`src/rtl/maf_pkg.sv`:
```
// Shared MAF datapath constants: row geometry, sideband field layout and the
// occupancy encoding used by the carry-save pipe stage.
package maf_pkg;

    localparam int MAF_W    = 48;
    localparam int MAF_ROWS = 6;

    localparam int CONT_W     = 3;
    localparam int S_W        = 6;
    localparam int TRAP_W     = 8;
    localparam int TRAP_ANS_W = 6;
    localparam int D_W        = 12;
    localparam int E_W        = 12;
    localparam int SH_REV_W   = 74;
    localparam int STI_W      = 4;

    localparam int CONT_LSB     = 0;
    localparam int S_LSB        = CONT_LSB + CONT_W;
    localparam int TRAP_LSB     = S_LSB + S_W;
    localparam int TRAP_ANS_LSB = TRAP_LSB + TRAP_W;
    localparam int D_LSB        = TRAP_ANS_LSB + TRAP_ANS_W;
    localparam int E_LSB        = D_LSB + D_W;
    localparam int SH_REV_LSB   = E_LSB + E_W;
    localparam int STI_LSB      = SH_REV_LSB + SH_REV_W;
    localparam int MAF_SIDE_W   = STI_LSB + STI_W;

    typedef enum logic [1:0] {
        OCC_EMPTY = 2'd0,
        OCC_ONE   = 2'd1,
        OCC_FULL  = 2'd2
    } occ_e;

    function automatic logic [MAF_SIDE_W-1:0] pack_side(
        input logic [CONT_W-1:0]     cont,
        input logic [S_W-1:0]        s_flags,
        input logic [TRAP_W-1:0]     trap,
        input logic [TRAP_ANS_W-1:0] trap_ans,
        input logic [D_W-1:0]        d,
        input logic [E_W-1:0]        e,
        input logic [SH_REV_W-1:0]   sh_rev,
        input logic [STI_W-1:0]      sti
    );
        logic [MAF_SIDE_W-1:0] side;
        side = '0;
        side[CONT_LSB     +: CONT_W]     = cont;
        side[S_LSB        +: S_W]        = s_flags;
        side[TRAP_LSB     +: TRAP_W]     = trap;
        side[TRAP_ANS_LSB +: TRAP_ANS_W] = trap_ans;
        side[D_LSB        +: D_W]        = d;
        side[E_LSB        +: E_W]        = e;
        side[SH_REV_LSB   +: SH_REV_W]   = sh_rev;
        side[STI_LSB      +: STI_W]      = sti;
        return side;
    endfunction

endpackage

```
`src/rtl/maf_csa_tree.sv`:
```
// Combinational 3:2 carry-save reduction of ROWS rows down to a sum/carry
// pair; each level compresses every full group of three and recurses.
module maf_csa_tree #(
    parameter int WIDTH = 48,
    parameter int ROWS  = 6
) (
    input  logic [ROWS*WIDTH-1:0] rows,
    output logic [WIDTH-1:0]      sum,
    output logic [WIDTH-1:0]      carry
);

    localparam int GROUPS = ROWS / 3;
    localparam int REM    = ROWS % 3;
    localparam int NEXT   = 2 * GROUPS + REM;

    generate
        if (ROWS <= 2) begin : g_leaf
            assign sum = rows[0 +: WIDTH];
            if (ROWS == 2) begin : g_two
                assign carry = rows[WIDTH +: WIDTH];
            end else begin : g_one
                assign carry = '0;
            end
        end else begin : g_level
            logic [NEXT*WIDTH-1:0] next_rows;

            for (genvar g = 0; g < GROUPS; g++) begin : g_csa
                logic [WIDTH-1:0] a, b, c;
                assign a = rows[(3*g)*WIDTH   +: WIDTH];
                assign b = rows[(3*g+1)*WIDTH +: WIDTH];
                assign c = rows[(3*g+2)*WIDTH +: WIDTH];
                assign next_rows[(2*g)*WIDTH +: WIDTH] = a ^ b ^ c;
                // Majority bits move up one weight; the carry out of the MSB is dropped (mod 2^WIDTH).
                assign next_rows[(2*g+1)*WIDTH +: WIDTH] =
                    {(a[WIDTH-2:0] & b[WIDTH-2:0]) |
                     (a[WIDTH-2:0] & c[WIDTH-2:0]) |
                     (b[WIDTH-2:0] & c[WIDTH-2:0]), 1'b0};
            end

            if (REM > 0) begin : g_pass
                assign next_rows[2*GROUPS*WIDTH +: REM*WIDTH] = rows[3*GROUPS*WIDTH +: REM*WIDTH];
            end

            maf_csa_tree #(
                .WIDTH (WIDTH),
                .ROWS  (NEXT)
            ) u_next (
                .rows  (next_rows),
                .sum   (sum),
                .carry (carry)
            );
        end
    endgenerate

endmodule

```
`src/rtl/maf_csa_pipe_stage.sv`:
```
// Carry-save reduction stage with a 2-entry skid buffer (head H, skid K),
// valid/ready handshake and synchronous flush for the MAF pipeline.
module maf_csa_pipe_stage
    import maf_pkg::*;
#(
    parameter int WIDTH  = MAF_W,
    parameter int ROWS   = MAF_ROWS,
    parameter int SIDE_W = MAF_SIDE_W
) (
    input  logic                  clk,
    input  logic                  rstn,
    input  logic                  flush,
    input  logic                  in_valid,
    output logic                  in_ready,
    input  logic [ROWS*WIDTH-1:0] rows_in,
    input  logic [SIDE_W-1:0]     side_in,
    output logic                  out_valid,
    input  logic                  out_ready,
    output logic [WIDTH-1:0]      sum_out,
    output logic [WIDTH-1:0]      carry_out,
    output logic [SIDE_W-1:0]     side_out,
    output logic [1:0]            occ
);

    logic [WIDTH-1:0] red_sum, red_carry;

    maf_csa_tree #(
        .WIDTH (WIDTH),
        .ROWS  (ROWS)
    ) u_tree (
        .rows  (rows_in),
        .sum   (red_sum),
        .carry (red_carry)
    );

    occ_e              occ_q, occ_d;
    logic              in_ready_q, in_ready_d;
    logic [WIDTH-1:0]  h_sum_q, h_sum_d, h_carry_q, h_carry_d;
    logic [WIDTH-1:0]  k_sum_q, k_sum_d, k_carry_q, k_carry_d;
    logic [SIDE_W-1:0] h_side_q, h_side_d, k_side_q, k_side_d;
    logic              accept, deliver;

    assign out_valid = (occ_q != OCC_EMPTY);
    assign accept    = in_valid & in_ready_q;
    assign deliver   = out_valid & out_ready;

    always_comb begin
        // NOTE: every next-state value defaults to its current value first, so no path infers a latch.
        occ_d     = occ_q;
        h_sum_d   = h_sum_q;
        h_carry_d = h_carry_q;
        h_side_d  = h_side_q;
        k_sum_d   = k_sum_q;
        k_carry_d = k_carry_q;
        k_side_d  = k_side_q;

        if (flush) begin
            occ_d = OCC_EMPTY;
        end else begin
            unique case (occ_q)
                OCC_EMPTY: begin
                    if (accept) begin
                        occ_d     = OCC_ONE;
                        h_sum_d   = red_sum;
                        h_carry_d = red_carry;
                        h_side_d  = side_in;
                    end
                end
                OCC_ONE: begin
                    if (accept && deliver) begin
                        h_sum_d   = red_sum;
                        h_carry_d = red_carry;
                        h_side_d  = side_in;
                    end else if (accept) begin
                        occ_d     = OCC_FULL;
                        k_sum_d   = red_sum;
                        k_carry_d = red_carry;
                        k_side_d  = side_in;
                    end else if (deliver) begin
                        occ_d = OCC_EMPTY;
                    end
                end
                OCC_FULL: begin
                    if (deliver) begin
                        occ_d     = OCC_ONE;
                        h_sum_d   = k_sum_q;
                        h_carry_d = k_carry_q;
                        h_side_d  = k_side_q;
                    end
                end
                default: occ_d = OCC_EMPTY;
            endcase
        end

        // Registered ready looks at the next occupancy, so it never depends on out_ready combinationally.
        in_ready_d = (occ_d != OCC_FULL);
    end

    // NOTE: data registers are reset because the outputs are defined as all-zero while rstn is low.
    always_ff @(posedge clk or negedge rstn) begin
        if (!rstn) begin
            occ_q      <= OCC_EMPTY;
            in_ready_q <= 1'b0;
            h_sum_q    <= '0;
            h_carry_q  <= '0;
            h_side_q   <= '0;
            k_sum_q    <= '0;
            k_carry_q  <= '0;
            k_side_q   <= '0;
        end else begin
            // NOTE: sequential state uses non-blocking assignment only.
            occ_q      <= occ_d;
            in_ready_q <= in_ready_d;
            h_sum_q    <= h_sum_d;
            h_carry_q  <= h_carry_d;
            h_side_q   <= h_side_d;
            k_sum_q    <= k_sum_d;
            k_carry_q  <= k_carry_d;
            k_side_q   <= k_side_d;
        end
    end

    assign in_ready  = in_ready_q;
    assign sum_out   = h_sum_q;
    assign carry_out = h_carry_q;
    assign side_out  = h_side_q;
    assign occ       = occ_q;

endmodule
```
`config.mk`:
```
export PLATFORM = sky130hd
export DESIGN_NAME = maf_csa_pipe_stage
export DESIGN_NICKNAME = d
export VERILOG_FILES = /design/src/rtl/maf_pkg.sv /design/src/rtl/maf_csa_tree.sv /design/src/rtl/maf_csa_pipe_stage.sv
export SDC_FILE = /design/constraint.sdc
export NUM_CORES = 1
export LEC_CHECK = 0
export CAP_MARGIN = 20
export CORE_AREA = 2 2 250 252
export CTS_CLUSTER_DIAMETER = 150
export DETAILED_ROUTE_END_ITERATION = 7
export DIE_AREA = 0 0 252 254
export DONT_BUFFER_PORTS = 1
export PLACE_DENSITY = 0.54
export SLEW_MARGIN = 20
export SYNTH_ARGS = -nofsm -noshare
export SYNTH_HDL_FRONTEND = slang
export SYNTH_SLANG_ARGS = --single-unit
```
`constraint.sdc`:
```
create_clock -name clk -period 2.3 [get_ports clk]
set_input_delay 0.23 -clock clk [delete_from_list [all_inputs] [get_ports clk]]
set_output_delay 0.23 -clock clk [all_outputs]
set_load 0.03 [all_outputs]
```
## After elaboration in Yosys (flattened, before gate mapping)

Index checks and enable logic that the tools add are counted.

- Bits in registers: 444
- Bits of input ports: 418
- Word-level logic and storage cells: 71

- Equal/unequal tests: 6
- Muxes and demuxes: 19
- Bitwise logic cells: 32
- Reductions and logical operators: 6

Operator list:

| kind | number |
|---|---|
| bitwise AND 47 bit | 12 |
| XOR 48 bit | 8 |
| OR 47 bit | 8 |
| two-way mux 125 bit | 3 |
| one-hot mux 125 bit (3 select lines) | 1 |
| two-way mux 48 bit | 6 |
| one-hot mux 48 bit (3 select lines) | 2 |
| two-way mux 2 bit | 6 |
| inequality test 2 bit, second input constant | 4 |
| one-hot mux 2 bit (3 select lines) | 1 |
| AND reduction 5 bit | 1 |
| AND reduction 4 bit | 1 |
| nonzero test 3 bit | 1 |
| bitwise AND 1 bit | 2 |
| equality test 2 x 1 -> 1 bit, second input constant | 1 |
| equality test 2 bit, second input constant | 1 |
| zero test 2 bit | 1 |
| inverter 1 bit | 2 |
| nonzero test 2 bit | 1 |
| logical AND 1 bit | 1 |

## Depth between registers and ports, before layout

Gate-level depths: netlist of run 1.

- Word-level depth: 11
- Mapped depth: 7
- Depth with buffers taken out: 7

## Modules after synthesis

Synthesis of run 1 repeated with hierarchy kept, for this count alone.

- Cell total of the unflattened synthesis: 1980
- Area, all modules: 23651.4 sq um

By module, submodules not included:

| module | instances | cells each | area each (sq um) | seq. area each (sq um) |
|---|---|---|---|---|
| maf_csa_pipe_stage | 1 | 1689 | 19060.8 | 11135.7 |
| maf_csa_tree at u_tree.g_level.u_next ... | 2 | 49 | 968.4 | 0.0 |
| maf_csa_tree at u_tree | 1 | 97 | 1933.1 | 0.0 |
| maf_csa_tree at u_tree.g_level.u_next.g_level.u_next.g_level.u_next | 1 | 96 | 720.7 | 0.0 |

## Worst setup path after synthesis of run 1

Ideal clock, no wire load.

- Kind: input -> register
- Start point: in rows_in[190]
- End point: reg k_sum_q[46]
- Library setup time: 125 ps
- Data arrival time: 2069 ps
- Data required time: 2175 ps
- Slack: 106 ps
- Stages: 6
- Buffers on the path: 0
- Path through: fa_1 inv_1 fa_1 inv_1 fa_1 mux2_4

- Longest elaborated chain between the ends: 5

Ends and longest elaborated chain:

| what | line | text |
|---|---|---|
| from (decl) | maf_csa_pipe_stage.sv:15 | `input logic [ROWS*WIDTH-1:0] rows_in,` |
| XOR 48 bit (5 in a row) | maf_csa_tree.sv:32 | `assign next_rows[(2*g)*WIDTH +: WIDTH] = a ^ b ^ c;` |
| via red_sum[46] | maf_csa_pipe_stage.sv:25 | `logic [WIDTH-1:0] red_sum, red_carry;` |
| to (signal assigned) | maf_csa_pipe_stage.sv:117 | `k_sum_q <= k_sum_d;` |
| to (decl) | maf_csa_pipe_stage.sv:39 | `logic [WIDTH-1:0] k_sum_q, k_sum_d, k_carry_q, k_carry_d;` |

The timed path passes the listed nets, and every way through them passes these cells.
A chain may end at the register's enable or synchronous reset.

## Worst setup path in the final report of run 1

- Start point: reg occ_q[1] (netlist: occ[1])
- End point: reg k_side_q[34]

- Longest elaborated chain between the ends: 5
- Elaborated cells on any way between the ends: 6
- Those cells by class: eq/ne: 1; bitwise: 2; reduce/logical: 3

Ends and longest elaborated chain:

| what | line | text |
|---|---|---|
| from (decl) | maf_csa_pipe_stage.sv:36 | `occ_e occ_q, occ_d;` |
| from (signal assigned) | maf_csa_pipe_stage.sv:102 | `occ_q <= OCC_EMPTY;` |
| from (signal assigned) | maf_csa_pipe_stage.sv:112 | `occ_q <= occ_d;` |
| nonzero test 2 bit | maf_csa_pipe_stage.sv:43 | `assign out_valid = (occ_q != OCC_EMPTY);` |
| bitwise AND 1 bit | maf_csa_pipe_stage.sv:45 | `assign deliver = out_valid & out_ready;` |
| logical AND 1 bit | maf_csa_pipe_stage.sv:70 | `if (accept && deliver) begin` |
| inverter 1 bit (no line) | -- |  |
| AND reduction 4 bit (no line) (*) | -- |  |
| to (signal assigned) | maf_csa_pipe_stage.sv:119 | `k_side_q <= k_side_d;` |
| to (decl) | maf_csa_pipe_stage.sv:40 | `logic [SIDE_W-1:0] h_side_q, h_side_d, k_side_q, k_side_d;` |

Every way passes the cells marked *; elsewhere a longest branch is shown, timed or not.

==> results of run 1 <==
==> flip-flops by register name, indices dropped and copies added (netlist names) <==
register and cells:
k_side_q 125, side_out 125, k_sum_q 48, sum_out 48, carry_out 46, k_carry_q 46, occ 2, in_ready 1
==> through the flow <==
stage / power, mW / util
after global routing: 31.00 / 0.4401
final: 29.40 / 0.4401
after global placement: 21.11 / 0.3919
after CTS: 29.74 / 0.4399
after detailed placement: 21.37 / 0.3919
after floorplan: 19.11 / -
==> power groups by stage <==
stage	registers (mW)	logic (mW)	clock network, mW
final	14.8	6.66	7.97
after CTS	14.8	6.73	8.20
after global placement	14.8	6.29	0
after detailed placement	14.9	6.49	0
after floorplan	13.9	5.18	0
after global routing	15.1	7.39	8.49
==> path summary, 6_finish.rpt <==
path	startpoint	endpoint	slack [ps]
setup reg to reg	occ[1]	k_side_q[34]	220
hold / removal	rstn	side_out[98]	-640
setup / recovery	occ[1]	k_side_q[34]	220
hold reg to reg	k_side_q[101]	k_side_q[101]	490
min in group clk	flush	side_out[121]	50
max in group asynchronous	rstn	k_side_q[66]	1630
==> logic make-up (layout without fill, tap and decap cells) <==
| logic type | Yosys count | in the layout | synth area share |
|---|---|---|---|
| xor gates and xnor gates | 7 | 7 | 0.004541 |
| and+or+nand+nor | 669 | 669 | 0.1116 |
| adders and majority gates | 187 | 187 | 0.1634 |
| other | 1 | 7 | 0.0001640 |
| AOI/OAI and AO/OA | 225 | 225 | 0.06188 |
| DFF | 441 | 441 | 0.4826 |
| buffers and inverters | 139 | 302 | 0.03551 |
| muxes | 219 | 219 | 0.1403 |
==> synthesized netlist by cell type (3+ instances only) <==
master    count
a31oi_1     220
mux2_4      198
fa_1        186
nand2_1     438
buf_6        10
buf_1         4
clkbuf_1     44
xnor2_1       3
mux2_1       20
buf_8        11
inv_1        15
dfrtp_1     441
buf_2        51
buf_4         3
nand3_1       3
nor2_1      218
==> cells in the final DEF, fill, tap and decap left out, types with 4 or more instances in the layout <==
| cell | count |
|---|---|
| a31oi_1 | 219 |
| buf_12 | 27 |
| buf_4 | 44 |
| clkbuf_1 | 4 |
| clkbuf_16 | 48 |
| clkbuf_8 | 16 |
| clkinv_2 | 7 |
| dfrtp_1 | 441 |
| diode_2 | 5 |
| dlygate4sd3_1 | 130 |
| fa_1 | 186 |
| inv_1 | 15 |
| mux2_1 | 20 |
| mux2_4 | 198 |
| nand2_1 | 438 |
| nor2_1 | 218 |
==> worst max-delay path: stages (launching register included) <==
cell and delay (ps):
dfrtp_1 500, nand4b_1 250, or3_4 410, buf_12 190
buf_12 210, mux2_4 320
==> per-layer routing <==
metal  vias to the layer above  part of all wire  GRT usage
li1                       6557                 -          -
met1                      7411              0.40     0.2375
met2                       480              0.49     0.3172
met3                        84             0.075    0.05603
met4                         0             0.030    0.06577
met5                         -                 0          0
==> cell type report <==
class                      instances  area, um2  share of cell area
multi-input combinational       1309      11060              0.4102
sequential                       441      11040              0.4093
timing repair buffer             201       2172             0.08056
clock buffer                      68       1436             0.05328
tap                              790      988.4             0.03666
clock inverter                    18      201.4            0.007472
inverter                          15      56.30            0.002088
antenna                            5      12.51           0.0004641
==> impl_metrics.yaml, run 1 <==
synth:
  synthFlopType: "dfrtp_1"
  synth_largest_area_cell: "dfrtp_1"
  ys_warn_count: 0
  synth_top_area_frac: 0.4826
  netlist_area_um2: 22870
  synthCells: 1888
  avgSynthCellArea_um2: 12.11
  yosysUniqueCellTypes: 34
  synth_edf_count: 0
  ys_ff_latch: 441
  synthArstFlopShare: 1.000
  synth-seq-area-share: 0.4826
  synthTopCellsByArea: "dfrtp_1 48%, fa_1 16%, mux2_4 13%"
place:
  hpwl_um: 44990
  dp_cells: 2626
  gp_congestion: 0.8861
  io_buffers: 0
  dp_slack_ps: 44.95
  dpl_cell_area_um2: 24010
floorplan:
  die_area_um2: 64010
  start_util: 0.3733
  ioPinCount: 643
  core_area_um2: 61260
  die_w_um: 252
  fp.dieH_um: 254
  fp-row-count: 91
pwr:
  pwr-share-seq: 0.502
  netSwitchingFraction: 0.3550
  p_leak_nw: 12.11
  p_switching_mw: 10.44
  intPower_mw: 18.96
  pwr-share-clk: 0.271
  p_comb_frac: 0.226
  vdd_ir_drop_max_mv: 0.6375
  power_density_nw_per_um2: 1090
sta:
  whs_ps: -638.2
  clock.fmax_mhz: 480.6
  setup_violations: 0
  rsz0062_at_grt: "false"
  min_period_ps: 2081
  tightest_slew_ps: 1631
  setup_tns_ps: 0
  clock-skew-final_ps: 16.06
  slew_headroom: -0.08722
  period_share: 0.9046
  slew_viol_final: 118
  setup_ws_ps: 219.3
  hold_viol: 441
clock_tree:
  cts_sinks: 441
  cts-root-buf: "clkbuf_16"
  htree_levels: 2
  cts_hold_buf: 130
  clk_pin_slew_worst_paths_ps: 60
  cts_resized: 0
  tritoncts: "done"
  clkLatencyLatePin_ps: 570
  cts_setup_buffers: 0
  clk_path_buf_depth: 3
  numCtsBuffers: 48
global_routing:
  grt_pass1_vias: 15580
  grt_pass1_wl_um: 94430
  grtUsageTotal: 0.1908
  antenna_found_initial: 4
  gr-total-overflow: 0
  grt_max_degree: 442
cells_and_area:
  fillCellCount: 5635
  drive_above_1_share: 0.1735
  finalNonFillerCells: 2847
  design_area_um2: 26960
  syn2layout_area_growth_pct: 17.90
  nNetsFinal: 2621
worst_setup_path:
  r2r_cells: 5
  cp_data_required_time_ps: 2750
  crit_fanout: 27
  arrival_ps: 2530
  timing.setup.critical_path_class: "register to register"
  endpoint_kind: "register"
  start_kind: "register"
min_path:
  hold_class: "input port to asynchronous set/reset pin"
drt:
  viasPerCell: 5.104
  wl_um: 62180
  vias: 14530
  firstDrtPassIters: 5
  routedWlPerCell_um: 21.84
  drt-initial-drc-count: 831
  antenna_left: 0
  drc_errors: 0
run:
  maxCapViolCount: 0
status:
  violations: "hold timing, slew limit"
  status: "finished, violations left"
(Power assumes the default switching activity.)
==> inputs of run 2 (changes only) <==
clock period = 2 ns   (was 2.3 ns; I/O delays follow)
==> run 2 against run 1 <==
  * The run still ends with hold timing, slew limit left
  * First-iteration DRC count is 8.2% higher
  * Cell count increased by 0.11%
  * Sequential cell count unchanged
  * Core utilization shrank 0.090 points
  * Sequential share of layout area rose by 0.084 points
  * Combinational power increased by 17%
  * Critical path type unchanged
  * Critical endpoint is now k_side_q[14]
  * Highest routed layer unchanged
==> impl_metrics.yaml, run 2 (synthesis gave the netlist of run 1 again) <==
pwr:
  total_power_mw: 33.26
  p_leak_nw: 12.08
  intPower_mw: 21.32
  p_switching_mw: 11.94
  pwr-share-seq: 0.509
  power_density_nw_per_um2: 1236
  pwr-share-clk: 0.256
  netSwitchingFraction: 0.3590
  vdd_ir_drop_max_mv: 0.7255
  p_comb_frac: 0.235
worst_setup_path:
  r2r_cells: 5
  path_cells: "nand4b_1 -> or3_4 -> buf_12 -> buf_4 -> mux2_4"
  crit_end: "k_side_q[14]"
  crit_fanout: 28
  crit_slowest_cell: "dfrtp_1"
  worstReg2RegEnd: "k_side_q[14]"
  cp_data_required_time_ps: 2440
  cp_num_cells: 5
  critPathMaxStageDelay_ps: 420
  reg2reg_slack_ps: 80
  start_kind: "register"
  r2r-start: "occ[1]"
  path_delay_family: "simple AND/OR/NAND/NOR gates"
  arrival_ps: 2370
  crit_start: "occ[1]"
  endpoint_kind: "register"
  timing.setup.critical_path_class: "register to register"
  cp_num_buf_inv: 2
place:
  gp_congestion: 0.8979
  hpwl_um: 45470
  dp_slack_ps: -391.5
  dp_cells: 2635
  io_buffers: 0
drt:
  antenna_left: 0
  routedWlPerCell_um: 22.01
  wl_um: 62730
  viasPerCell: 5.165
  drt-initial-drc-count: 899
  drc_errors: 0
  firstDrtPassIters: 4
  vias: 14720
cells_and_area:
  layout_commonest_cell: "dfrtp_1"
  fillCellCount: 5623
  nNetsFinal: 2634
  finalNonFillerCells: 2850
  syn2layout_area_growth_pct: 17.66
  drive_above_1_share: 0.1739
  most-common-layout-cells: "441 x dfrtp_1, 438 x nand2_1, 219 x a31oi_1, 218 x nor2_1, 198 x mux2_4"
floorplan:
  start_util: 0.3733
  ioPinCount: 643
  fp-row-count: 91
  core_area_um2: 61260
  die_w_um: 252
  fp.dieH_um: 254
  die_area_um2: 64010
sta:
  min_period_ps: 1922
  setup_ws_ps: 78.41
  whs_ps: -666.6
  slew_viol_final: 227
  setup_violations: 0
  clock-skew-final_ps: 13.15
  rsz0062_at_grt: "false"
  tightest_slew_ps: 2207
  setup_tns_ps: 0
  slew_headroom: -0.4715
  period_share: 0.9608
  hold_viol: 441
  clock.fmax_mhz: 520.4
global_routing:
  grt_pass1_vias: 15730
  grtUsageTotal: 0.1919
  gr-total-overflow: 0
  grt_max_degree: 442
  grt_pass1_wl_um: 94730
  antenna_found_initial: 1
clock_tree:
  clk_pin_slew_worst_paths_ps: 60
  cts_hold_buf: 130
  cts-root-buf: "clkbuf_16"
  clk_path_buf_depth: 3
  clkLatencyLatePin_ps: 570
  htree_levels: 2
  tritoncts: "done"
  numCtsBuffers: 50
  cts_sinks: 441
run:
  maxCapViolCount: 0
min_path:
  hold_class: "input port to asynchronous set/reset pin"
status:
  violations: "hold timing, slew limit"
  status: "finished, violations left"
==> run 2: cell types whose count changed in the layout (fill, tap and decap cells not counted), moves of 4 or more <==
cell,delta
buf_4,+10
clkbuf_8,-10
diode_2,-4
clkbuf_16,+4
clkbuf_1,+10
==> run 2: area by class of cell <==
class | count | area, um2 | share of cell area
antenna | 1 | 2.502 | 0.00009301
tap | 790 | 988.4 | 0.03674
inverter | 15 | 63.81 | 0.002372
clock buffer | 71 | 1411 | 0.05246
timing repair buffer | 212 | 2271 | 0.08440
sequential | 441 | 11040 | 0.4102
clock inverter | 11 | 67.56 | 0.002511
multi-input combinational | 1309 | 11070 | 0.4113
==> run 2: how the worst min path moves through the flow <==
stage / start / end / slack (ps) / cells past startpoint
detailed placement: rstn / k_side_q[111] / -90 / 0
CTS: rstn / k_side_q[92] / -720 / 0
finish: rstn / k_side_q[111] / -670 / 0
global route: rstn / k_side_q[111] / -720 / 0
global placement: rstn / k_side_q[111] / -90 / 0
floorplan: rstn / carry_out[10] / -100 / 0
==> run 2: timing repair <==
item | 4_1_cts | 5_1_grt
buffers inserted | 0 | 1
resized for setup | 0 | 3
endpoints found under the setup margin | 0 | 15
hold endpoints to repair | 700 | 441
==> run 2: routing by layer <==
| metal | up-vias | routed length (um) | track usage |
|---|---|---|---|
| li1 | 6579 | - | - |
| met1 | 7529 | 25500 | 0.2410 |
| met2 | 502 | 30380 | 0.3174 |
| met3 | 109 | 4680 | 0.05377 |
| met4 | 0 | 2180 | 0.06881 |
| met5 | - | 0 | 0 |
==> run 2: power by group through the flow <==
stage / combinational (mW) / sequential [mW] / clock (mW)
final: 7.82 / 16.9 / 8.51
after global routing: 8.76 / 17.3 / 9.12
after CTS: 7.92 / 17.0 / 8.75
after detailed placement: 7.64 / 17.1 / 0
after global placement: 7.37 / 17.0 / 0
after floorplan: 5.95 / 16.0 / 0
==> run 2: stage by stage <==
| step | utilization | area (um2) |
|---|---|---|
| 2_1_floorplan | - | 22880 |
| 3_3_place_gp | 0.3930 | 24070 |
| 3_5_place_dp | 0.3930 | 24070 |
| 4_1_cts | 0.4384 | 26850 |
| 5_1_grt | 0.4392 | 26910 |
| 6_report | 0.4392 | 26910 |
==> run 2: worst register-to-register path: cells and delay by family, from the launching register on <==
kind | cells | cell delay, ps
muxes | 1 | 320
DFF | 1 | 420
buffers and inverters | 2 | 440
and+or+nand+nor | 2 | 610
